--- src/rtl/ram.sv ---
// ram -- single-clock word memory with registered, write-first read port
// and a post-reset clear sequencer that zeroes one word per cycle.
// Optional build macro RAM_PARITY_EN adds one even-parity bit per stored
// word and a registered parity_error output aligned with data_read.
module ram #(
   parameter int D_WIDTH = 8,
   parameter int A_WIDTH = 5,
   parameter int A_MAX   = 32
) (
   input  logic               clk,
   input  logic               rst,
   input  logic               write_enable,
   input  logic [A_WIDTH-1:0] address_write,
   input  logic [D_WIDTH-1:0] data_write,
   input  logic [A_WIDTH-1:0] address_read,
`ifdef RAM_PARITY_EN
   output logic               parity_error,
`endif
   output logic [D_WIDTH-1:0] data_read,
   output logic               init_busy
);

`ifdef RAM_PARITY_EN
   localparam int P_BITS = 1;
`else
   localparam int P_BITS = 0;
`endif
   localparam int M_WIDTH = D_WIDTH + P_BITS;

   // One extra bit so that A_MAX == 2**A_WIDTH is representable.
   localparam logic [A_WIDTH:0] A_LIMIT = (A_WIDTH+1)'(A_MAX);
   localparam logic [A_WIDTH:0] A_LAST  = A_LIMIT - 1'b1;

   logic [M_WIDTH-1:0] mem_q [A_MAX];

   logic [A_WIDTH-1:0] clr_ptr_q, clr_ptr_d;
   logic               init_busy_q, init_busy_d;
   logic [D_WIDTH-1:0] data_read_q;
`ifdef RAM_PARITY_EN
   logic               parity_error_q;
`endif

   logic               wr_in_range;
   logic               rd_in_range;
   logic               user_wr;
   logic               mem_we;
   logic [A_WIDTH-1:0] mem_wa;
   logic [M_WIDTH-1:0] mem_wd;

   assign wr_in_range = ({1'b0, address_write} < A_LIMIT);
   assign rd_in_range = ({1'b0, address_read} < A_LIMIT);
   // A user write only lands once clearing is done and the address exists.
   assign user_wr     = write_enable && !init_busy_q && wr_in_range;

   // Clear sequencer next state: walk 0..A_MAX-1, drop busy on the last word.
   always_comb begin
      clr_ptr_d   = clr_ptr_q;
      init_busy_d = init_busy_q;
      if (init_busy_q) begin
         clr_ptr_d = clr_ptr_q + 1'b1;
         if ({1'b0, clr_ptr_q} == A_LAST) begin
            init_busy_d = 1'b0;
         end
      end
   end

   // Sequencer state; reset restarts the whole clear from address 0.
   always_ff @(posedge clk) begin
      if (rst) begin
         clr_ptr_q   <= '0;
         init_busy_q <= 1'b1;
      end else begin
         clr_ptr_q   <= clr_ptr_d;
         init_busy_q <= init_busy_d;
      end
   end

   // Single write port shared by the clear sequencer and user writes.
   always_comb begin
      mem_we = 1'b0;
      mem_wa = address_write;
      mem_wd = '0;
      if (!rst) begin
         if (init_busy_q) begin
            // Cleared words carry zero data and a zero parity bit.
            mem_we = 1'b1;
            mem_wa = clr_ptr_q;
            mem_wd = '0;
         end else if (user_wr) begin
            mem_we = 1'b1;
`ifdef RAM_PARITY_EN
            mem_wd = {^data_write, data_write};
`else
            mem_wd = data_write;
`endif
         end
      end
   end

   // Storage array: no reset, so it maps onto block RAM.
   always_ff @(posedge clk) begin
      if (mem_we) begin
         mem_q[mem_wa] <= mem_wd;
      end
   end

   // Registered read: zero while reset/busy/out of range, write-first bypass
   // on a same-address write, otherwise the stored word.
   always_ff @(posedge clk) begin
      if (rst || init_busy_q || !rd_in_range) begin
         data_read_q <= '0;
`ifdef RAM_PARITY_EN
         parity_error_q <= 1'b0;
`endif
      end else if (user_wr && (address_write == address_read)) begin
         data_read_q <= data_write;
`ifdef RAM_PARITY_EN
         parity_error_q <= 1'b0;
`endif
      end else begin
         data_read_q <= mem_q[address_read][D_WIDTH-1:0];
`ifdef RAM_PARITY_EN
         // Even parity: XOR over data plus stored bit must be zero.
         parity_error_q <= ^mem_q[address_read];
`endif
      end
   end

   assign data_read = data_read_q;
   assign init_busy = init_busy_q;
`ifdef RAM_PARITY_EN
   assign parity_error = parity_error_q;
`endif

endmodule

--- config.mk ---
export PLATFORM = sky130hd
export DESIGN_NAME = ram
export DESIGN_NICKNAME = d
export VERILOG_FILES = /design/src/rtl/ram.sv
export SDC_FILE = /design/constraint.sdc
export NUM_CORES = 1
export LEC_CHECK = 0
export CORE_MARGIN = 2
export CORE_UTILIZATION = 56
export DETAILED_ROUTE_END_ITERATION = 8
export PLACE_DENSITY = 0.73
export SKIP_CTS_REPAIR_TIMING = 1
export SLEW_MARGIN = 20
export SYNTH_ARGS = -nofsm -noshare
export SYNTH_HDL_FRONTEND = slang
export SYNTH_SLANG_ARGS = --single-unit
--- constraint.sdc ---
create_clock -name clk -period 6.2 [get_ports clk]
set_input_delay 1.24 -clock clk [delete_from_list [all_inputs] [get_ports clk]]
set_output_delay 1.24 -clock clk [all_outputs]
set_load 0.02 [all_outputs]
==> out/qor.tcl <==
set qor(status) {complete, no violations}
set qor(crit_chain) {clkdlybuf4s50_1, nand2b_1, mux2i_1, nand2_1, nor2_1}
set qor(finalWeightedCongestion) 0.817
set qor(critPathArrivalTime_ns) 3.89
set qor(timing.critical_path.required_ns) 6.34
set qor(timing.setup.critical_path_class) {primary input to register}
set qor(final_critical_path_setup_slack_ns) 2.45
set qor(route.final.wire_length_mm) 22.3
set qor(yosys-top-cells-area) {edfxtp_1 71%, mux4_2 14%, mux2i_1 2.7%}
set qor(final_design_area_no_fill_um2) 12100
set qor(timing_limited_maximum_frequency_mhz) 267
set qor(mappedNetlistArea_um2) 10800
set qor(insertedDiodeCount) 0
set qor(setup.worst_path.end_class) {register}
set qor(mux_contribution_to_synthesized_area) 0.176
set qor(slowest_delay_ns) 0.69
set qor(holdCritStartpoint) {clr_ptr_q[3]}
set qor(worst_slew_pin_slew_ns) 1.12
set qor(synth_xor_xnor_area_share) 0.00813
set qor(global_route_wire_length_before_repair_mm) 33.4
set qor(synth_adder_area_share) 0.00232
set qor(antenna_left) 0
set qor(ys_types) 34
set qor(first_iter_violations) 614
set qor(post_synth_and_or_nand_nor_area_fraction) 0.0398
set qor(drt_pre_antenna_iters) 5
set qor(yosysTopAreaCell) {edfxtp_1}
set qor(antenna_violations_before_repair) 0
set qor(ctsLongestPathBuffers) 3
set qor(cts_buffers) 26
set qor(finalNonFillerCells) 831
set qor(portBuffers) 29
set qor(residual_drc) 0
set qor(crit_path_start) {rst}
set qor(floorplan.die.height_um) 143
set qor(avgSynthCellArea_um2) 19.8
set qor(tritoncts) {yes}
set qor(synth_top_family_by_area) {multiplexers}
set qor(number_of_nets_at_the_end_of_the_flow) 602
set qor(final.hold.worst_slack_ns) 0.618
set qor(dp_cells) 785
set qor(clock_sink_count) 270
set qor(worstSetupStartpointType) {primary input}
set qor(die_area_um2) 20400
set qor(fp.coreArea_um2) 18800
set qor(synth_compound_gate_area_share) 0.0166
set qor(grt_pass1_vias) 5334
set qor(synth.yosys.seq_area_share) 0.739
set qor(post_detailed_route_via_to_cell_ratio) 6.42
set qor(synthesis.nets) 566
set qor(route.detailed.wl_per_inst_um) 26.8
set qor(grt_setup_unrepaired) {no}
set qor(track_usage) 0.226
set qor(start_util) 0.574
set qor(p_leak_nw) 3.74
set qor(pre_cts_ws_ns) 1.96
set qor(final_core_utilization) 0.643
set qor(worstPathMaxFanout) 12
set qor(fraction_of_post_synthesis_cell_area_in_the_top_cell_type_by_area) 0.713
set qor(hold_violations) 0
set qor(hpwl_mm) 13.8
set qor(final.setup_skew_ns) 0.0150
set qor(flow.area_growth_from_synthesis_pct) 12.0
set qor(finalPower_mw) 3.71
set qor(shortest_period_the_worst_path_allows_ns) 3.75
set qor(floorplan.die.width_um) 143
set qor(power.density_nw_per_um2) 307
set qor(row_count) 50
set qor(critical-path-slowest-cell) {nor2_1}
set qor(post_dp_cell_area_um2) 11200
set qor(setup-tns-final_ns) 0
set qor(top_level_ports) 30
set qor(grt_remaining_overflow) 0
set qor(cts_root_buf) {clkbuf_16}
set qor(vdd.ir_drop.worst_mv) 0.160
set qor(reg2reg_from) {init_busy}
set qor(share_of_cells_above_drive_strength_1) 0.196
set qor(num_vias) 5333
set qor(fin_crit_sh) 0.605
set qor(postSynthCellCount) 543
set qor(drv_cap) 0
set qor(maxSlewHeadroom) 0.256
set qor(yosysWarnings) 0
set qor(final-setup-viol-count) 0
set qor(min_path_type) {register to register}
set qor(grt_start_max_net_pins) 51
set qor(maxSlewViolCount) 0
set qor(htreeDepth) 1
set qor(synth-seq-cells) 270
set qor(cts.clk_slew.worst_paths_ns) 0.06
set qor(clk-insertion-delay-late_ns) 0.52
[cells in the final DEF (no fill, tap or decap), drive strengths merged]
master	n
edfxtp	256
mux4	70
nor2	41
mux2i	29
nand2	28
clkbuf	28
clkdlybuf4s50	27
dfxtp	14
clkinv	14
a22oi	12
inv	10
nand2b	9
nand3	8
buf	7
o21ai	5
a21oi	5
xor2	5
xnor2	5
nor2b	3
bufinv	3
nand3b	2
mux2	2
nand4	2
ha	2
or2	1
o31ai	1
and3	1
a41o	1
and2	1
a211oi	1
and4	1
o22ai	1
a21o	1
clkinvlp	1
[sequential cells by signal (all words and copies together) (netlist names)]
register	cells
mem_q	256
init_busy	1
clr_ptr_q	5
data_read	8
[routing by layer]
metal / wire (µm) / track usage / share of wire / vias to the layer above
li1: - / - / - / 2259
met4: 539 / 0.0709 / 0.024 / 0
met2: 10400 / 0.337 / 0.47 / 258
met5: 0 / 0 / 0 / -
met3: 1690 / 0.0335 / 0.076 / 38
met1: 9640 / 0.353 / 0.43 / 2778
[report_power, final]
| part | total, mW | switching (mW) | internal, mW |
|---|---|---|---|
| registers | 1.99 | 0.00823 | 1.99 |
| logic | 0.172 | 0.0920 | 0.0802 |
| clock network | 1.54 | 0.632 | 0.909 |
[cell usage after synthesis]
cell type and count:
a211oi_1 1, o31ai_1 1, nand4_1 2, dfxtp_1 14
xnor2_1 5, buf_2 3, edfxtp_1 256, mux2i_1 29
or2_2 1, nand3b_1 2, o22ai_1 1, buf_1 1
a22oi_1 12, ha_1 2, buf_8 1, nor2_1 41
clkbuf_1 15, inv_1 10, nor2b_1 3, xor2_1 5
mux4_1 1, and3_1 1, and2_1 1, nand2b_1 9
buf_6 6, mux4_2 69, a21oi_1 5, mux2_2 2
and4_1 1, nand2_1 28, a41o_1 1, o21ai_0 5
nand3_1 8, a21o_1 1
[path summary, 6_finish.rpt]
path	end	slack [ns]	cells past startpoint
hold / removal	clr_ptr_q[3]	0.62	2
setup reg to reg	mem_q[29][1]	3.13	4
setup / recovery	mem_q[6][6]	2.45	5
hold reg to reg	clr_ptr_q[3]	0.62	2
[worst max-delay path, delay by kind of cell]
| kind | cells | cell delay [ns] |
|---|---|---|
| AND/OR/NAND/NOR | 3 | 1.38 |
| buffers and inverters | 1 | 0.68 |
| multiplexers | 1 | 0.58 |
[cell type report]
class / instances / area [µm²]
Sequential cell: 270 / 7970
Tap cell: 234 / 293
Inverter: 10 / 37.5
Multi-Input combinational cell: 237 / 2610
Clock buffer: 28 / 679
Fill cell: 1198 / 6700
Clock inverter: 18 / 158
Timing Repair Buffer: 34 / 320
[kinds of logic after synthesis]
kind of cell | after synthesis
xor gates and xnor gates | 10
AOI/OAI and AO/OA | 27
and+or+nand+nor | 97
adders and majority gates | 2
muxes | 101
buffers and inverters | 36
DFF | 270
(Power assumes the default switching activity.)
